`src/rtl/wordle_pkg.sv`:
```
// Shared types and helpers for the Wordle engine: letter width, state
// encoding and pack/unpack functions for packed letter vectors.
package wordle_pkg;

    localparam int LETTER_W    = 5;
    localparam int LETTER_LAST = 25;
    localparam int MAX_LETTERS = 8;
    localparam int MAX_W       = LETTER_W * MAX_LETTERS;

    typedef enum logic [2:0] {
        S_IDLE   = 3'd0,
        S_ENTRY  = 3'd1,
        S_SCORE  = 3'd2,
        S_RESULT = 3'd3,
        S_WIN    = 3'd4,
        S_LOSE   = 3'd5
    } state_t;

    // Read letter i from a packed word (position 0 in the LSBs).
    function automatic logic [LETTER_W-1:0] letter_at(
        input logic [MAX_W-1:0] w,
        input int               i
    );
        return w[i*LETTER_W +: LETTER_W];
    endfunction

    // Return a copy of w with letter i replaced by l.
    function automatic logic [MAX_W-1:0] letter_put(
        input logic [MAX_W-1:0]    w,
        input int                  i,
        input logic [LETTER_W-1:0] l
    );
        logic [MAX_W-1:0] r;
        r = w;
        r[i*LETTER_W +: LETTER_W] = l;
        return r;
    endfunction

endpackage

```
`src/rtl/wordle_scorer.sv`:
```
// Guess scorer: one cycle of positional (exact) compare, then one guess
// position per cycle for the present search with duplicate-letter handling.
// Ports: clk, reset (async, active-low), start (pulse), clear (zero masks),
//        guess/secret (packed words), exact_mask, present_mask, done (pulse).
module wordle_scorer
    import wordle_pkg::*;
#(
    parameter int WORD_LEN = 4
) (
    input  logic                         clk,
    input  logic                         reset,
    input  logic                         start,
    input  logic                         clear,
    input  logic [LETTER_W*WORD_LEN-1:0] guess,
    input  logic [LETTER_W*WORD_LEN-1:0] secret,
    output logic [WORD_LEN-1:0]          exact_mask,
    output logic [WORD_LEN-1:0]          present_mask,
    output logic                         done
);

    localparam int IW = (WORD_LEN > 1) ? $clog2(WORD_LEN) : 1;

    logic [WORD_LEN-1:0] used;
    logic [WORD_LEN-1:0] eq;
    logic [WORD_LEN-1:0] sel;
    logic [IW-1:0]       idx;
    logic                busy;
    logic                hit;
    logic [LETTER_W-1:0] g_cur;

    always_comb begin
        eq = '0;
        for (int i = 0; i < WORD_LEN; i++) begin
            eq[i] = letter_at(MAX_W'(guess), i) == letter_at(MAX_W'(secret), i);
        end
    end

    // Lowest unused secret position holding the current guess letter.
    always_comb begin
        g_cur = letter_at(MAX_W'(guess), int'(idx));
        hit   = 1'b0;
        sel   = '0;
        for (int j = 0; j < WORD_LEN; j++) begin
            if (!hit && !used[j] &&
                letter_at(MAX_W'(secret), j) == g_cur) begin
                hit    = 1'b1;
                sel[j] = 1'b1;
            end
        end
    end

    assign done = busy && (idx == IW'(WORD_LEN - 1));

    always_ff @(posedge clk or negedge reset) begin
        if (!reset) begin
            exact_mask   <= '0;
            present_mask <= '0;
            used         <= '0;
            idx          <= '0;
            busy         <= 1'b0;
        end else if (clear) begin
            exact_mask   <= '0;
            present_mask <= '0;
            busy         <= 1'b0;
        end else if (start) begin
            exact_mask   <= eq;
            present_mask <= '0;
            used         <= eq;
            idx          <= '0;
            busy         <= 1'b1;
        end else if (busy) begin
            // Exact positions already own their secret letter.
            if (!exact_mask[idx] && hit) begin
                present_mask[idx] <= 1'b1;
                used              <= used | sel;
            end
            if (done) begin
                busy <= 1'b0;
            end else begin
                idx <= idx + 1'b1;
            end
        end
    end

endmodule

```
`src/rtl/wordle_core.sv`:
```
// Wordle game engine: button press detection, guess entry/editing, secret
// storage, guess counting and win/lose verdict around the scorer.
// Ports: clk, reset (async, active-low), enter/back (active-low buttons),
//        letter_in, secret_load/secret_in, state_o, cursor, guess_word,
//        exact_mask, present_mask, guess_count, score_done, win, lose.
module wordle_core
    import wordle_pkg::*;
#(
    parameter int                           WORD_LEN       = 4,
    parameter int                           MAX_GUESSES    = 6,
    parameter logic [LETTER_W*WORD_LEN-1:0] SECRET_DEFAULT = 20'h4CD01
) (
    input  logic                             clk,
    input  logic                             reset,
    input  logic                             enter,
    input  logic                             back,
    input  logic [LETTER_W-1:0]              letter_in,
    input  logic                             secret_load,
    input  logic [LETTER_W*WORD_LEN-1:0]     secret_in,
    output logic [2:0]                       state_o,
    output logic [$clog2(WORD_LEN+1)-1:0]    cursor,
    output logic [LETTER_W*WORD_LEN-1:0]     guess_word,
    output logic [WORD_LEN-1:0]              exact_mask,
    output logic [WORD_LEN-1:0]              present_mask,
    output logic [$clog2(MAX_GUESSES+1)-1:0] guess_count,
    output logic                             score_done,
    output logic                             win,
    output logic                             lose
);

    localparam int CW  = $clog2(WORD_LEN + 1);
    localparam int GCW = $clog2(MAX_GUESSES + 1);
    localparam int GW  = LETTER_W * WORD_LEN;

    state_t         state, state_nx;
    logic           enter_q, back_q;
    logic           ent_p, bck_p;
    logic           valid, last_letter, clear, start_q;
    logic [GW-1:0]  secret_q, guess_q;
    logic [CW-1:0]  cur_q;
    logic [GCW-1:0] cnt_q, cnt_inc;

    assign ent_p       = enter_q & ~enter;
    assign bck_p       = back_q & ~back;
    assign valid       = letter_in <= LETTER_W'(LETTER_LAST);
    assign last_letter = valid && (cur_q == CW'(WORD_LEN - 1));
    assign cnt_inc     = cnt_q + 1'b1;

    always_ff @(posedge clk or negedge reset) begin
        if (!reset) begin
            state <= S_IDLE;
        end else begin
            state <= state_nx;
        end
    end

    always_comb begin
        state_nx = state;
        clear    = 1'b0;
        unique case (state)
            S_IDLE: begin
                if (ent_p) begin
                    state_nx = S_ENTRY;
                    clear    = 1'b1;
                end
            end
            S_ENTRY: begin
                if (ent_p && last_letter) begin
                    state_nx = S_SCORE;
                end
            end
            S_SCORE: begin
                if (score_done) begin
                    if (&exact_mask) begin
                        state_nx = S_WIN;
                    end else if (cnt_inc == GCW'(MAX_GUESSES)) begin
                        state_nx = S_LOSE;
                    end else begin
                        state_nx = S_RESULT;
                    end
                end
            end
            S_RESULT: begin
                if (ent_p) begin
                    state_nx = S_ENTRY;
                    clear    = 1'b1;
                end
            end
            S_WIN, S_LOSE: begin
                if (ent_p) begin
                    state_nx = S_IDLE;
                    clear    = 1'b1;
                end
            end
            default: state_nx = S_IDLE;
        endcase
    end

    always_ff @(posedge clk or negedge reset) begin
        if (!reset) begin
            enter_q  <= 1'b1;
            back_q   <= 1'b1;
            secret_q <= SECRET_DEFAULT;
            guess_q  <= '0;
            cur_q    <= '0;
            cnt_q    <= '0;
            start_q  <= 1'b0;
        end else begin
            enter_q <= enter;
            back_q  <= back;
            start_q <= 1'b0;
            unique case (state)
                S_IDLE: begin
                    if (secret_load) begin
                        secret_q <= secret_in;
                    end
                    if (ent_p) begin
                        cur_q   <= '0;
                        guess_q <= '0;
                    end
                end
                S_ENTRY: begin
                    // A simultaneous back press is dropped.
                    if (ent_p) begin
                        if (valid) begin
                            guess_q <= GW'(letter_put(MAX_W'(guess_q),
                                                      int'(cur_q), letter_in));
                            cur_q   <= cur_q + 1'b1;
                            start_q <= last_letter;
                        end
                    end else if (bck_p && cur_q != '0) begin
                        guess_q <= GW'(letter_put(MAX_W'(guess_q),
                                                  int'(cur_q) - 1, '0));
                        cur_q   <= cur_q - 1'b1;
                    end
                end
                S_SCORE: begin
                    if (score_done) begin
                        cnt_q <= cnt_inc;
                    end
                end
                S_RESULT: begin
                    if (ent_p) begin
                        cur_q   <= '0;
                        guess_q <= '0;
                    end
                end
                S_WIN, S_LOSE: begin
                    if (ent_p) begin
                        cnt_q   <= '0;
                        guess_q <= '0;
                    end
                end
                default: ;
            endcase
        end
    end

    wordle_scorer #(
        .WORD_LEN(WORD_LEN)
    ) u_scorer (
        .clk         (clk),
        .reset       (reset),
        .start       (start_q),
        .clear       (clear),
        .guess       (guess_q),
        .secret      (secret_q),
        .exact_mask  (exact_mask),
        .present_mask(present_mask),
        .done        (score_done)
    );

    assign state_o     = state;
    assign cursor      = cur_q;
    assign guess_word  = guess_q;
    assign guess_count = cnt_q;
    assign win         = (state == S_WIN);
    assign lose        = (state == S_LOSE);

endmodule

```
`config.mk`:
```
export PLATFORM = sky130hd
export DESIGN_NAME = wordle_core
export DESIGN_NICKNAME = d
export VERILOG_FILES = /design/src/rtl/wordle_pkg.sv /design/src/rtl/wordle_scorer.sv /design/src/rtl/wordle_core.sv
export SDC_FILE = /design/constraint.sdc
export NUM_CORES = 1
export LEC_CHECK = 0
export ABC_AREA = 1
export CAP_MARGIN = 40
export CELL_PAD_IN_SITES_DETAIL_PLACEMENT = 2
export CELL_PAD_IN_SITES_GLOBAL_PLACEMENT = 2
export CORE_MARGIN = 2
export CORE_UTILIZATION = 35
export CTS_BUF_LIST = sky130_fd_sc_hd__clkbuf_2
export CTS_CLUSTER_DIAMETER = 150
export DETAILED_ROUTE_END_ITERATION = 16
export PLACE_DENSITY_LB_ADDON = 0.1
export SYNTH_ARGS = -nofsm -noshare
export SYNTH_HDL_FRONTEND = slang
export SYNTH_HIERARCHICAL = 1
export SYNTH_SLANG_ARGS = --single-unit
export TNS_END_PERCENT = 20
```
`constraint.sdc`:
```
create_clock -name clk -period 7.4 [get_ports clk]
set_clock_uncertainty 0.05 [all_clocks]
set_input_delay 2.22 -clock clk [delete_from_list [all_inputs] [get_ports clk]]
set_output_delay 2.22 -clock clk [all_outputs]
set_load 0.01 [all_outputs]
```
## Yosys cells after proc, flatten, opt, wreduce, memory -nomap -nowiden

Index checks and enable logic that the tools add are counted.

- Bits of input ports: 30
- Logic and storage cells: 157
- Bits in registers: 67

- Equality and inequality tests: 24
- Add/subtract/negate cells: 7
- Order comparisons: 3
- Multiplexer cells: 52
- Bitwise operators: 7
- Shift-type cells: 5
- Reductions and logical operators: 43
- $mul: 3

Operators with widths:

| operator | number |
|---|---|
| bitwise mux 40 bit | 2 |
| 2-to-1 mux 20 bit | 4 |
| variable shift 5 x 33 -> 40 bit, first input constant | 2 |
| equality test 5 bit | 8 |
| one-hot mux 20 bit (2 select lines) | 1 |
| variable part select 40 x 32 -> 5 bit | 1 |
| variable part select 5 x 33 -> 40 bit | 1 |
| variable part select 5 x 33 -> 40 bit, first input constant | 1 |
| 2-to-1 mux 4 bit | 9 |
| negator 6 -> 33 bit | 1 |
| negator 8 -> 33 bit | 1 |
| 2-to-1 mux 3 bit | 10 |
| 2-to-1 mux 1 bit | 18 |
| AND reduction 4 bit | 4 |
| logical AND 1 bit | 13 |
| one-hot mux 3 bit (2 select lines) | 2 |
| one-hot mux 3 bit (4 select lines) | 1 |
| nonzero test 2 bit | 6 |
| equality test 3 x 2 -> 1 bit, second input constant | 3 |
| equality test 3 bit, second input constant | 3 |
| AND reduction 3 bit | 3 |
| nonzero test 3 bit | 3 |
| zero test 1 bit | 8 |
| multiplier 4 x 4 -> 8 bit, second input constant | 1 |
| other kinds (24) | 38 |

## Logic depth before layout (Yosys ltp)

Gate-level depths: netlist of run 1.

- Word-level depth: 22
- Depth in mapped cells: 25

## Modules after synthesis

Netlist of run 1, hierarchy kept.

Modules (own cells, without submodules):

| module | cells each | instances | seq. area each (µm²) | area an instance (µm²) |
|---|---|---|---|---|
| wordle_core | 438 | 1 | 1,312.5 | 3,459.6 |
| wordle_scorer | 238 | 1 | 375.4 | 1,591.5 |

## Least setup slack after synthesis of run 1

No wires, ideal clock.

- Path type: register -> register
- From: register cur_q[0], in the netlist cursor[0]
- To: register guess_q[4], in the netlist guess_word[4]
- Slack: 3,458 ps
- Cell stages (with the launch flop): 25
- Arrival time: 3,775 ps
- Path buffers: 0
- Clock period less this slack: 3,942 ps
- Data required time: 7,233 ps
- Cell sequence: dfrtp_1 inv_2 ha_1 ha_1 inv_1 ha_1 ha_1 inv_1 ha_1 inv_1 fa_1 nor2_1 nand2_1 nand3_1 ha_1 inv_1 nand3_1 nor3_1 nand2_1 nand2_1 nand2_1 o21ai_2 nand2_1 nand2_1 nand2_1

- Cells in the longest elaborated chain, start to end: 8
- Elaborated cells between the ends (all ways): 19
- Classes of those cells: 3 x add/sub; 2 x mul; 1 x eq/ne; 4 x shift; 6 x mux; 3 x reduce/logical

RTL lines:

| element | RTL line | RTL |
|---|---|---|
| from (decl) | wordle_core.sv:40 | `logic [CW-1:0] cur_q;` |
| from (signal assigned) | wordle_core.sv:128 | `cur_q <= cur_q + 1'b1;` |
| from (signal assigned) | wordle_core.sv:134 | `cur_q <= cur_q - 1'b1;` |
| subtractor 3 x 1 -> 4 bit | wordle_core.sv:133 | `int'(cur_q) - 1, '0));` |
| multiplier 4 x 4 -> 8 bit | wordle_pkg.sv:35 | `r[i*LETTER_W +: LETTER_W] = l;` |
| negator 8 -> 33 bit | wordle_pkg.sv:35 |  |
| variable part select 5 x 33 -> 40 bit or variable shift 5 x 33 -> 40 bit (tied branches) | wordle_pkg.sv:35 |  |
| bitwise mux 40 bit | wordle_pkg.sv:35 |  |
| 2-to-1 mux 20 bit | wordle_core.sv:131 | `end else if (bck_p && cur_q != '0) begin` |
| 2-to-1 mux 20 bit | wordle_core.sv:124 | `if (ent_p) begin` |
| one-hot mux 20 bit (2 select lines) | wordle_core.sv:112 | `unique case (state)` |
| to (signal assigned) | wordle_core.sv:126 | `guess_q <= GW'(letter_put(MAX_W'(guess_q),` |
| to (signal assigned) | wordle_core.sv:132 | `guess_q <= GW'(letter_put(MAX_W'(guess_q),` |
| to (decl) | wordle_core.sv:39 | `logic [GW-1:0] secret_q, guess_q;` |

Parallel ways exist; a longest one is shown, timed or not. The select of a mux whose other input is x is not followed.
A chain may end at the register's enable or synchronous reset.

## Worst setup path in the final report of run 1

- From: register cur_q[0], in the netlist cursor[0]
- To: register guess_q[3], in the netlist guess_word[3]

Same word-level chain as after synthesis.

==> results of run 1 <==
==> state kept, by name, indices dropped and copies added (netlist names) <==
| name | flops |
|---|---|
| start_q | 1 |
| enter_q | 1 |
| u_scorer/used | 4 |
| state_o | 3 |
| cursor | 3 |
| guess_count | 3 |
| back_q | 1 |
| u_scorer/present_mask | 4 |
| u_scorer/busy | 1 |
| u_scorer/idx | 2 |
| secret_q | 20 |
| u_scorer/exact_mask | 4 |
| guess_word | 20 |
==> cell families (layout without fill, tap and decap cells) <==
logic type / after synthesis / after routing / share of synthesized area
compound gates: 64 / 64 / 0.07110
xor+xnor: 27 / 27 / 0.04979
fa+ha+maj: 26 / 26 / 0.06738
buf+inv: 88 / 168 / 0.06911
flops: 67 / 67 / 0.3342
mux: 20 / 20 / 0.04459
simple gates: 384 / 384 / 0.3639
==> per-stage QoR <==
| step | cell area [um^2] | hold slack (ps) | setup WS, ps |
|---|---|---|---|
| after global placement | 5931 | 418.0 | 2926 |
| after global routing | 6061 | 519.2 | 2110 |
| final | 6061 | 467.7 | 2557 |
| after detailed placement | 5958 | 432.0 | 2616 |
| after CTS | 6061 | 473.4 | 2547 |
| after floorplan | 5051 | 399.1 | 3458 |
==> synthesized netlist by cell type (all sizes together) <==
cell type | count | area, um^2
clkbuf | 3 | 11.26
o21ai | 32 | 175.2
nor3b | 2 | 15.01
a31o | 1 | 8.760
xnor2 | 8 | 70.07
a21oi | 23 | 118.9
buf | 5 | 35.02
nor4 | 6 | 37.54
nand4 | 10 | 92.59
mux2 | 20 | 225.2
a211oi | 1 | 7.510
ha | 24 | 300.3
a22oi | 1 | 7.510
inv | 80 | 302.8
nor2 | 74 | 370.4
nand3b | 10 | 75.07
nand3 | 65 | 377.9
dfrtp | 58 | 1451
dfstp | 9 | 236.5
nand2 | 205 | 799.5
xor2 | 19 | 181.4
fa | 2 | 40.04
o211ai | 3 | 22.52
nor3 | 12 | 70.07
o22ai | 3 | 18.77
==> area by class of cell <==
cell class                 count  area (um^2)  area share
tap                          180        225.2     0.03716
clock inverter                 4        42.54    0.007019
sequential                    67         1688      0.2785
inverter                      80        302.8     0.04996
timing repair buffer          72        728.2      0.1201
clock buffer                  12        60.06    0.009909
multi-input combinational    521         3014      0.4973
==> worst paths after layout <==
check,start,end,depth (start not counted)
max,cursor[0]$_DFFE_PN0P_,guess_word[3]$_DFFE_PN0P_,24
min,u_scorer/used[2]$_DFFE_PN0P_,u_scorer/used[2]$_DFFE_PN0P_,2
max reg2reg,cursor[0]$_DFFE_PN0P_,guess_word[3]$_DFFE_PN0P_,24
min reg2reg,u_scorer/used[2]$_DFFE_PN0P_,u_scorer/used[2]$_DFFE_PN0P_,2
max in group asynchronous,reset,back_q$_DFF_PN1_,3
min in group asynchronous,reset,u_scorer/present_mask[2]$_DFFE_PN0P_,2
==> layer usage <==
metal,routed length (um),part of all wire
met5,0,0
met4,495,0.027
met3,521,0.029
met2,9194,0.51
met1,7797,0.43
==> worst reg2reg max path: cells and delay by family (launching register included) <==
kind            cells  cell delay (ps)
flops               1              690
compound gates      1               70
fa+ha+maj           7             2140
simple gates       11             1190
buf+inv             5              630
==> impl_metrics.yaml, run 1 <==
status:
  outcome: "complete, no violations"
setup_path:
  cp_num_buf_inv: 5
  startpoint_type: "register"
  path_class: "register to register"
  path_max_fanout: 14
  cp_common_cell: "nand2_1"
  crit_path_cell_trace: "inv_2 -> ha_1 -> ha_1 -> inv_1 -> ha_1 -> ha_1 -> inv_1 -> ha_1 -> inv_1 -> fa_1 -> nor2_1 -> nand2_1 -> nand3_1 -> ha_1 -> inv_1 -> nand3_1 -> nor3_1 -> nand2_1 -> nand2_1 -> nand2_1 -> nand2_1 -> nand2_1 -> nand2_1 -> o21ai_1"
  slowest_stage: "dfrtp_1"
  required_ps: 7850
  crit_path_end_kind: "register"
  path_delay_family: "adder cells"
  reg2reg_slack_ps: 2560
  arrival_ps: 5290
  cpPeakStageDelay_ps: 690
routing:
  dr_total_vias: 4913
  ant_nets: 0
  drtPass1Iterations: 4
  avgViaCountPerCell: 5.249
  avgRoutedWirePerCell_um: 19.24
  route.detailed.drc: 0
  wl_mm: 18.01
  drt_iter0_markers: 174
grt:
  grtUsageMet2: 0.4495
  grt_start_max_net_pins: 44
  antenna_found_initial: 0
  grt.overflow.total: 0
  met1_usage: 0.3013
  grt_pass1_wl_mm: 29.30
  grt_use_met3: 0.04533
  grt.total_usage: 0.2515
  grt_pass1_vias: 5509
  grt_busiest_layer: "met2"
clock_network:
  ctsHoldBuffers: 0
  cts.path.max_buffers: 2
  cts_buffers: 9
  post-cts-setup-buffer-count: 0
  ctsResizeCount: 0
  root_buffer: "clkbuf_2"
  htreeDepth: 3
  clkTransAtPathRegs_ps: 230
  cts_tree: "yes"
  insertion_delay_ps: 570
  cts.sinks: 67
logic_synthesis:
  yosysWarnings: 6
  syn_inst: 676
  ys_types: 43
  syn_nets: 732
  syn_area_um2: 5051
  syn_avg_cell_area_um2: 7.472
  ys_seq_area_frac: 0.3342
  ys_ff_latch: 67
final_layout:
  most-common-layout-cells: "nand2_1 (195), clkdlybuf4s50_1 (68), inv_1 (63)"
  syn2layout_area_growth_pct: 19.99
  fillers: 1667
  final_util: 0.4333
  final_common_cell: "nand2_1"
  finalNonFillerCells: 936
  drive_above_1_share: 0.1442
  antennaDiodeCount: 0
  nNetsFinal: 807
place:
  dpl.hpwl_mm: 14.64
  place_congestion: 0.8579
  dp_cells: 920
  numPortBuffers: 69
die:
  dieWidth_um: 124.1
  die_y_um: 124.1
  rows: 43
  dieArea_um2: 15410
  fp.coreArea_um2: 13990
  start_util: 0.3611
  pin_count: 70
timing:
  finalSetupTns_ps: 0
  rsz0062_at_grt: "false"
  worstMarginPinSlew_ps: 589.4
  finalSetupViolations: 0
  hold_viol: 0
  relSlewSlack: 0.6070
  min_period_over_period: 0.6544
  fmax_mhz: 206.5
  period_needed_ps: 4843
  slew_violations: 0
worst_hold_path:
  hold_path_class: "register to register"
run:
  cap_viol_max_count: 0
Power of run 1 is not shown: default switching activity piles up to over one toggle a cycle in this logic, so the estimate is an artifact.
==> run 2, diff against run 1 <==
Settings changed: CORE_UTILIZATION 35 to 33.
Clock period 7.4 ns to 4.6 ns, I/O delays scaled along.
==> run 2 against run 1 <==
- critical path depth unchanged
- design area up 0.43%
- clock-buffer cell count down 1
- die area up 5.9%
- cell count up 1.3%
- flip-flop and latch count unchanged
- non-clock buffer count up 2
- first-iteration DRC count up 16%
- maximum frequency up 14%
- critical path type unchanged
- largest cell class unchanged
==> impl_metrics.yaml, run 2 (synthesized netlist as in run 1, its figures left out) <==
worst_hold_path:
  holdPathEnd: "u_scorer/used[0]$_DFFE_PN0P_"
  min_path_cells: 2
  min_from: "u_scorer/used[0]$_DFFE_PN0P_"
  hold_path_class: "register to register"
grt:
  grt_start_max_net_pins: 42
  grt_pass1_wl_mm: 28.74
  grt.overflow.total: 0
  grt.total_usage: 0.2286
  antenna_found_initial: 2
  grt_pass1_vias: 5283
routing:
  dr_total_vias: 4846
  route.detailed.drc: 0
  avgRoutedWirePerCell_um: 18.79
  wl_mm: 17.82
  ant_nets: 0
  drt_iter0_markers: 202
  avgViaCountPerCell: 5.112
  drtPass1Iterations: 4
place:
  numPortBuffers: 69
  dpl.hpwl_mm: 14.29
  dp_cells: 929
  place_congestion: 0.8633
setup_path:
  arrival_ps: 4710
  path_class: "register to register"
  path_delay_family: "adder cells"
  worstRegToRegCells: 24
  reg2reg_from: "cursor[1]$_DFFE_PN0P_"
  r2r-end: "guess_word[4]$_DFFE_PN0P_"
  required_ps: 5070
  cp_common_cell: "nand2_1"
  cpPeakStageDelay_ps: 450
  crit_path_cell_trace: "inv_1 -> ha_1 -> ha_2 -> inv_2 -> ha_1 -> ha_1 -> inv_1 -> ha_1 -> inv_1 -> fa_1 -> nor2_1 -> nand2_1 -> nand3_1 -> ha_1 -> inv_1 -> nand3_1 -> nor3_2 -> nand2_1 -> nand2_1 -> nand2_1 -> o21ai_2 -> nand2_1 -> nand2_1 -> nand2_1"
  startpoint_type: "register"
  cp_num_buf_inv: 5
  crit_path_end_kind: "register"
  path_max_fanout: 7
  slowest_stage: "dfrtp_2"
  reg2reg_slack_ps: 360
die:
  start_util: 0.3347
  rows: 45
  pin_count: 70
  die_y_um: 127.7
  dieWidth_um: 127.7
  fp.coreArea_um2: 15090
  dieArea_um2: 16310
final_layout:
  most-common-layout-cells: "nand2_1 (195), clkdlybuf4s50_1 (68), inv_1 (62)"
  nNetsFinal: 809
  drive_above_1_share: 0.1530
  fillers: 1795
  syn2layout_area_growth_pct: 20.51
  final_common_cell: "nand2_1"
  finalNonFillerCells: 948
  final_util: 0.4034
clock_network:
  insertion_delay_ps: 600
  cts.path.max_buffers: 2
  root_buffer: "clkbuf_2"
  clkTransAtPathRegs_ps: 230
  cts_buffers: 9
  cts.sinks: 67
  htreeDepth: 3
  cts_tree: "yes"
timing:
  relSlewSlack: 0.5681
  hold_viol: 0
  period_needed_ps: 4240
  worstMarginPinSlew_ps: 647.8
  min_period_over_period: 0.9217
  slew_violations: 0
  rsz0062_at_grt: "false"
  fmax_mhz: 235.9
  finalSetupViolations: 0
  finalSetupTns_ps: 0
run:
  cap_viol_max_count: 0
status:
  outcome: "complete, no violations"
run 2: cell type report:
type | instances | area [um^2] | area share
inverter | 80 | 302.8 | 0.04974
clock buffer | 11 | 55.05 | 0.009044
sequential | 67 | 1689 | 0.2775
tap | 188 | 235.2 | 0.03864
clock inverter | 5 | 55.05 | 0.009044
antenna | 2 | 5.005 | 0.0008222
timing repair buffer | 74 | 723.2 | 0.1188
multi-input combinational | 521 | 3022 | 0.4964
run 2: how the worst max path moves through the flow:
stage          cells after the start                         to  slack (ps)                  start
2_1_floorplan                     24  guess_word[4]$_DFFE_PN0P_         660  cursor[0]$_DFFE_PN0P_
3_3_place_gp                      24  guess_word[4]$_DFFE_PN0P_         420  cursor[1]$_DFFE_PN0P_
3_5_place_dp                      24  guess_word[4]$_DFFE_PN0P_         180  cursor[1]$_DFFE_PN0P_
4_1_cts                           24  guess_word[4]$_DFFE_PN0P_         160  cursor[1]$_DFFE_PN0P_
5_1_grt                           24  guess_word[4]$_DFFE_PN0P_          20  cursor[1]$_DFFE_PN0P_
6_report                          24  guess_word[4]$_DFFE_PN0P_         360  cursor[1]$_DFFE_PN0P_
run 2: metrics by stage:
stage / hold WS (ps) / area, um^2 / setup WS [ps]
6_report: 463.0 / 6087 / 360.2
5_1_grt: 496.9 / 6087 / 21.37
2_1_floorplan: 399.1 / 5051 / 658.4
3_5_place_dp: 421.4 / 5956 / 181.1
4_1_cts: 465.5 / 6066 / 157.3
3_3_place_gp: 419.3 / 5956 / 419.8
run 2: worst min-delay path, stage by stage, from the launching register on:
cell and delay [ps]:
dfrtp_1 390, nand2_1 60, nand2_1 50
run 2: what timing repair did:
item | 4_1_cts | 5_1_grt
hold buffers | 0 | 0
endpoints found under the setup margin | 0 | 7
gates resized for setup | 0 | 4
buffers inserted | 0 | 1
run 2: routing by layer:
| layer | routed length (um) | vias up | global-route usage | part of all wire |
|---|---|---|---|---|
| met3 | 389 | 13 | 0.02337 | 0.022 |
| li1 | - | 2350 | - | - |
| met4 | 225 | 0 | 0.06529 | 0.013 |
| met2 | 9232 | 62 | 0.4190 | 0.52 |
| met1 | 7970 | 2421 | 0.2844 | 0.45 |
| met5 | 0 | - | 0 | 0 |
Power of run 2 is left out for the same reason.
